### config.mk
export PLATFORM = sky130hd
export DESIGN_NAME = aes_round_ctrl
export DESIGN_NICKNAME = d
export VERILOG_FILES = /design/src/rtl/aes_pkg.sv /design/src/rtl/aes_round_ctrl.sv
export SDC_FILE = /design/constraint.sdc
export NUM_CORES = 1
export LEC_CHECK = 0
export ABC_CLOCK_PERIOD_IN_PS = 2050
export CELL_PAD_IN_SITES_DETAIL_PLACEMENT = 0
export CELL_PAD_IN_SITES_GLOBAL_PLACEMENT = 2
export CORE_UTILIZATION = 20
export DETAILED_ROUTE_END_ITERATION = 8
export PLACE_DENSITY = 0.9
export SLEW_MARGIN = 25
export SYNTH_ARGS = -nofsm -noshare
export SYNTH_HDL_FRONTEND = slang
export SYNTH_SLANG_ARGS = --single-unit
### constraint.sdc
create_clock -name clk -period 2.05 [get_ports clk]
set_input_delay 0.41 -clock clk [delete_from_list [all_inputs] [get_ports clk]]
set_output_delay 0.41 -clock clk [all_outputs]
set_load 0.005 [all_outputs]
### src/rtl/aes_pkg.sv
// Shared AES-128 definitions: controller state encoding, round/key sizing and the Rcon table.
// Used by the round controller and by key_expansion in the parent core.
package aes_pkg;

    localparam int AES_NUM_ROUNDS = 10;
    localparam int AES_ROUND_W    = 4;
    localparam int AES_KEY_W      = 128;

    typedef enum logic [2:0] {
        ST_IDLE  = 3'd0,
        ST_LOAD  = 3'd1,
        ST_ROUND = 3'd2,
        ST_FINAL = 3'd3,
        ST_DONE  = 3'd4
    } aes_ctrl_state_t;

    function automatic logic [7:0] aes_rcon(input logic [AES_ROUND_W-1:0] r);
        logic [7:0] v;
        v = 8'h00;
        case (r)
            4'd1:    v = 8'h01;
            4'd2:    v = 8'h02;
            4'd3:    v = 8'h04;
            4'd4:    v = 8'h08;
            4'd5:    v = 8'h10;
            4'd6:    v = 8'h20;
            4'd7:    v = 8'h40;
            4'd8:    v = 8'h80;
            4'd9:    v = 8'h1b;
            4'd10:   v = 8'h36;
            default: v = 8'h00;
        endcase
        return v;
    endfunction

endpackage

### src/rtl/aes_round_ctrl.sv
// Iterative AES-128 sequencer: latches the key, steps round 0..10 and strobes the shared datapath.
// Latency: accept at T, out_valid at T+12; back-to-back accept in DONE gives one block per 12 cycles.
// Backpressure: holds DONE while out_ready=0; optional abort (AES_CTRL_ABORT_EN) returns to IDLE.
module aes_round_ctrl
    import aes_pkg::*;
#(
    parameter int NUM_ROUNDS = AES_NUM_ROUNDS,
    parameter int ROUND_W    = AES_ROUND_W
) (
    input  logic                 clk,
    input  logic                 rst,
    input  logic                 in_valid,
    output logic                 in_ready,
    input  logic [AES_KEY_W-1:0] in_key,
    output logic [AES_KEY_W-1:0] key_q,
    output logic [ROUND_W-1:0]   round,
    output logic                 pt_capture,
    output logic                 st_load,
    output logic                 st_en,
    output logic                 last_round,
    output logic                 out_valid,
    input  logic                 out_ready,
    output logic                 busy,
    input  logic                 abort
);

`ifdef AES_CTRL_ABORT_EN
    localparam logic ABORT_EN = 1'b1;
`else
    localparam logic ABORT_EN = 1'b0;
`endif

    aes_ctrl_state_t      r_state;
    logic [AES_KEY_W-1:0] r_key;
    logic [ROUND_W-1:0]   r_round;
    logic                 r_st_load;
    logic                 r_st_en;
    logic                 r_last;
    logic                 r_out_valid;
    logic                 r_busy;

    logic w_abort;
    logic w_in_ready;
    logic w_accept;

    assign w_abort    = abort & ABORT_EN & (r_state != ST_IDLE);
    // DONE may accept the next block in the same cycle its result is consumed.
    assign w_in_ready = ~rst & ~w_abort &
                        ((r_state == ST_IDLE) | ((r_state == ST_DONE) & out_ready));
    assign w_accept   = in_valid & w_in_ready;

    always_ff @(posedge clk) begin
        if (rst) begin
            r_state     <= ST_IDLE;
            r_key       <= '0;
            r_round     <= '0;
            r_st_load   <= 1'b0;
            r_st_en     <= 1'b0;
            r_last      <= 1'b0;
            r_out_valid <= 1'b0;
            r_busy      <= 1'b0;
        end else begin
            r_st_load   <= 1'b0;
            r_st_en     <= 1'b0;
            r_last      <= 1'b0;
            r_out_valid <= 1'b0;
            r_busy      <= 1'b1;
            if (w_abort) begin
                r_state <= ST_IDLE;
                r_round <= '0;
                r_busy  <= 1'b0;
            end else begin
                case (r_state)
                    ST_IDLE: begin
                        if (w_accept) begin
                            r_key     <= in_key;
                            r_state   <= ST_LOAD;
                            r_round   <= '0;
                            r_st_load <= 1'b1;
                        end else begin
                            r_busy <= 1'b0;
                        end
                    end
                    ST_LOAD: begin
                        r_state <= ST_ROUND;
                        r_round <= ROUND_W'(1);
                        r_st_en <= 1'b1;
                    end
                    ST_ROUND: begin
                        r_st_en <= 1'b1;
                        if (r_round == ROUND_W'(NUM_ROUNDS - 1)) begin
                            r_state <= ST_FINAL;
                            r_round <= ROUND_W'(NUM_ROUNDS);
                            r_last  <= 1'b1;
                        end else begin
                            r_round <= r_round + ROUND_W'(1);
                        end
                    end
                    ST_FINAL: begin
                        r_state     <= ST_DONE;
                        r_out_valid <= 1'b1;
                    end
                    ST_DONE: begin
                        if (w_accept) begin
                            r_key     <= in_key;
                            r_state   <= ST_LOAD;
                            r_round   <= '0;
                            r_st_load <= 1'b1;
                        end else if (out_ready) begin
                            r_state <= ST_IDLE;
                            r_round <= '0;
                            r_busy  <= 1'b0;
                        end else begin
                            r_out_valid <= 1'b1;
                        end
                    end
                    default: begin
                        r_state <= ST_IDLE;
                        r_round <= '0;
                        r_busy  <= 1'b0;
                    end
                endcase
            end
        end
    end

    assign in_ready   = w_in_ready;
    assign pt_capture = w_accept;
    assign key_q      = r_key;
    assign round      = r_round;
    assign st_load    = r_st_load & ~w_abort;
    assign st_en      = r_st_en & ~w_abort;
    assign last_round = r_last & ~w_abort;
    assign out_valid  = r_out_valid & ~w_abort;
    assign busy       = r_busy;

endmodule

==> reports/qor.csv <==
metric,value,unit
Slew Limit Headroom,73.86,%
die area,0.02507,mm2
Overflow after GRT,0,
# Post-CTS Setup Buffers,0,
Synth cell types,32,
CTS Buf Count,17,
"critical path, cell by cell",clkdlybuf4s50_1 -> nor2b_2 -> buf_4 -> nand3_4 -> inv_4 -> dlygate4sd2_1,
hpwl dp,10.87,mm
PortBufs,270,
Clock power frac,29.3,%
"commonest cells after routing, fill and taps aside","268 x clkdlybuf4s50_1, 258 x nand2_1, 140 x dfxtp_1",
num ports,272,
startpoint types,primary input,
P_leak,3.709,nW
WL met1,6.815,mm
via count,4887,
vias in the first global route,4638,
DR pass1 iterations,4,
RSZ-0062 raised after global routing,false,
Worst path slowest cell,clkdlybuf4s50_1,
Worst VDD drop,446.8,uV
Final Wtd Congestion,0.7668,
initial core utilization,20.58,%
Routed WL,16.02,mm
Ys Warns,0,
CP max stage delay,0.47,ns
FMAX,0.5131,GHz
period utilization,95.08,%
first-pass GRT wire length,24.07,mm
WL per Instance,13.25,um
"commonest non-fill, non-tap cell in the layout",clkdlybuf4s50_1,
Clock Path Buffers,2,
hold violation total from the final report,0,
status,"complete, no violations",
Net Sw Frac,30.48,%
layout net count,1013,
Net Sw Power,2.945,mW
Sequential Power Share,39.0,%
routed wl met3,1.665,mm
"flops & latches, synth",140,
DP Cell Count,1178,
crit-path max FO,2,
FP Rows,56,
synthesized area,0.004888,mm2
synthesized area per cell,7.936,um2
critical path capture point type,primary output,
met2 WL,7.269,mm
"Setup violations, final",0,
Logic pwr share,31.7,%
Layout Cells excl Fill,1209,
Root Driver,clkbuf_16,
Pint,6.715,mW
DRT antenna net count,0,
CTS tree,built,
Clock Skews,0.009066,ns
layout cells sized above 1,6.292,%
min Tclk post-route,1.949,ns
fin util,36.03,%
Mapped Nets,751,
Die Y,158.3,um
CP required,1.64,ns
highest metal used,met4,
Post-Syn Instances,616,
PwrDens,1129,mW/mm2
DRC,0,
Clock transition at path regs,0.06,ns
largest net degree at the start of global routing,76,
Max Slew Vio Count,0,
Sink Count,140,
initial antenna violation count,0,
Syn-to-layout area delta,75.04,%
Worst-Skew Late Latency,0.41,ns
post-synthesis sequential area ratio,57.33,%
worst hold path type,flip-flop to flip-flop,
crit path DAT,1.54,ns
Worst Max-Slew Pin Slew,0.3922,ns
worst setup path class,primary input to primary output,
Initial DRC Count,181,
Max Cap Violations,0,
core area,0.02375,mm2
diodes inserted,0,
DIE WIDTH,158.3,um
depth of the CTS H-tree,4,
vias per cell,4.042,
GRT Overall Usage,12.40,%
## sequential cells by signal, indices dropped and copies added, names as in the netlist
name,flops
key_q,128
st_load,1
last_round,1
st_en,1
r_state,3
busy,1
round,4
out_valid,1
## per-layer routing
| metal | global-route usage, % | up-vias |
|---|---|---|
| li1 | - | 2509 |
| met1 | 14.56 | 2185 |
| met2 | 19.47 | 177 |
| met3 | 5.934 | 16 |
| met4 | 4.625 | 0 |
| met5 | 0 | - |
## layout make-up
type	instances	area, um2
clock buffers	18	439.2
inverters	5	23.77
fillers	2436	15200
well taps	319	399.1
flip-flops and latches	140	2803
multi-input cells	426	1898
repair buffers	288	2898
clock inverters	13	96.34
## worst max-delay path: cells and delay by family
family / cells / cell delay (ns)
buffers and inverters: 4 / 0.91
AND/OR/NAND/NOR: 2 / 0.21
## synthesized netlist by cell type
master | instances | area share, %
nand2_1 | 258 | 20
dfxtp_1 | 140 | 57
nand3_1 | 131 | 13
clkbuf_1 | 25 | 1.9
buf_2 | 18 | 1.8
nor2_1 | 9 | 0.69
inv_1 | 3 | 0.23
nor3_1 | 3 | 0.31
a211oi_1 | 2 | 0.31
a21oi_1 | 2 | 0.20
and2_1 | 2 | 0.26
ha_1 | 2 | 0.51
o21ai_0 | 2 | 0.20
a2111oi_0 | 1 | 0.18
a311oi_1 | 1 | 0.18
and3b_1 | 1 | 0.18
buf_1 | 1 | 0.077
buf_6 | 1 | 0.23
clkinv_1 | 1 | 0.077
inv_2 | 1 | 0.077
nand2b_1 | 1 | 0.13
nor2b_1 | 1 | 0.13
nor3b_1 | 1 | 0.15
o211a_1 | 1 | 0.20
o21a_1 | 1 | 0.15
o22ai_1 | 1 | 0.13
o32ai_2 | 1 | 0.33
or2_0 | 1 | 0.13
or2_1 | 1 | 0.13
or3_1 | 1 | 0.13
or3b_1 | 1 | 0.18
xnor2_1 | 1 | 0.18
## final timing paths
check / startpoint / end / slack (ns) / cells after the start
worst min register to register: key_q[93] / key_q[93] / 0.45 / 2
worst min-delay path: key_q[93] / key_q[93] / 0.45 / 2
worst max-delay path: in_valid / pt_capture / 0.10 / 6
worst max register to register: r_state[0] / key_q[112] / 0.42 / 6
## timing repair
action / CTS / global route
endpoints found under the setup margin: 2 / 0
hold buffers: 0 / 0
resized for setup: 6 / 0
## cell families (layout without fill, tap and decap cells)
kind of cell / after synthesis / count (layout) / share of synthesized area (%)
AND/OR/NAND/NOR: 411 / 411 / 35.63
flip-flops: 140 / 140 / 57.33
buffers and inverters: 50 / 324 / 4.453
AO/OA/AOI/OAI: 12 / 12 / 1.894
adder cells (fa/ha/maj): 2 / 2 / 0.5118
XOR/XNOR: 1 / 1 / 0.1792
## power groups by stage
stage	registers [mW]	logic [mW]	clock network [mW]
floorplan	3.85	1.07	0
global placement	3.79	3.10	0
detailed placement	3.80	3.11	0
CTS	3.77	3.12	2.95
global route	3.85	3.37	3.08
finish	3.76	3.06	2.84
## stage by stage
step	worst slack, ns	hold slack (ns)	TNS, ns	instance area [um2]	power [mW]
final	0.1009	0.4497	0	8557	9.660
after global routing	0.02075	0.4680	0	8557	10.31
after CTS	0.06647	0.4538	0	8557	9.846
after global placement	-0.2521	0.4406	-9.603	8006	6.893
after detailed placement	-0.2252	0.4446	-7.787	8006	6.915
after floorplan	0.5707	0.4503	0	4888	4.919
Power figures use the tool's default switching activity.
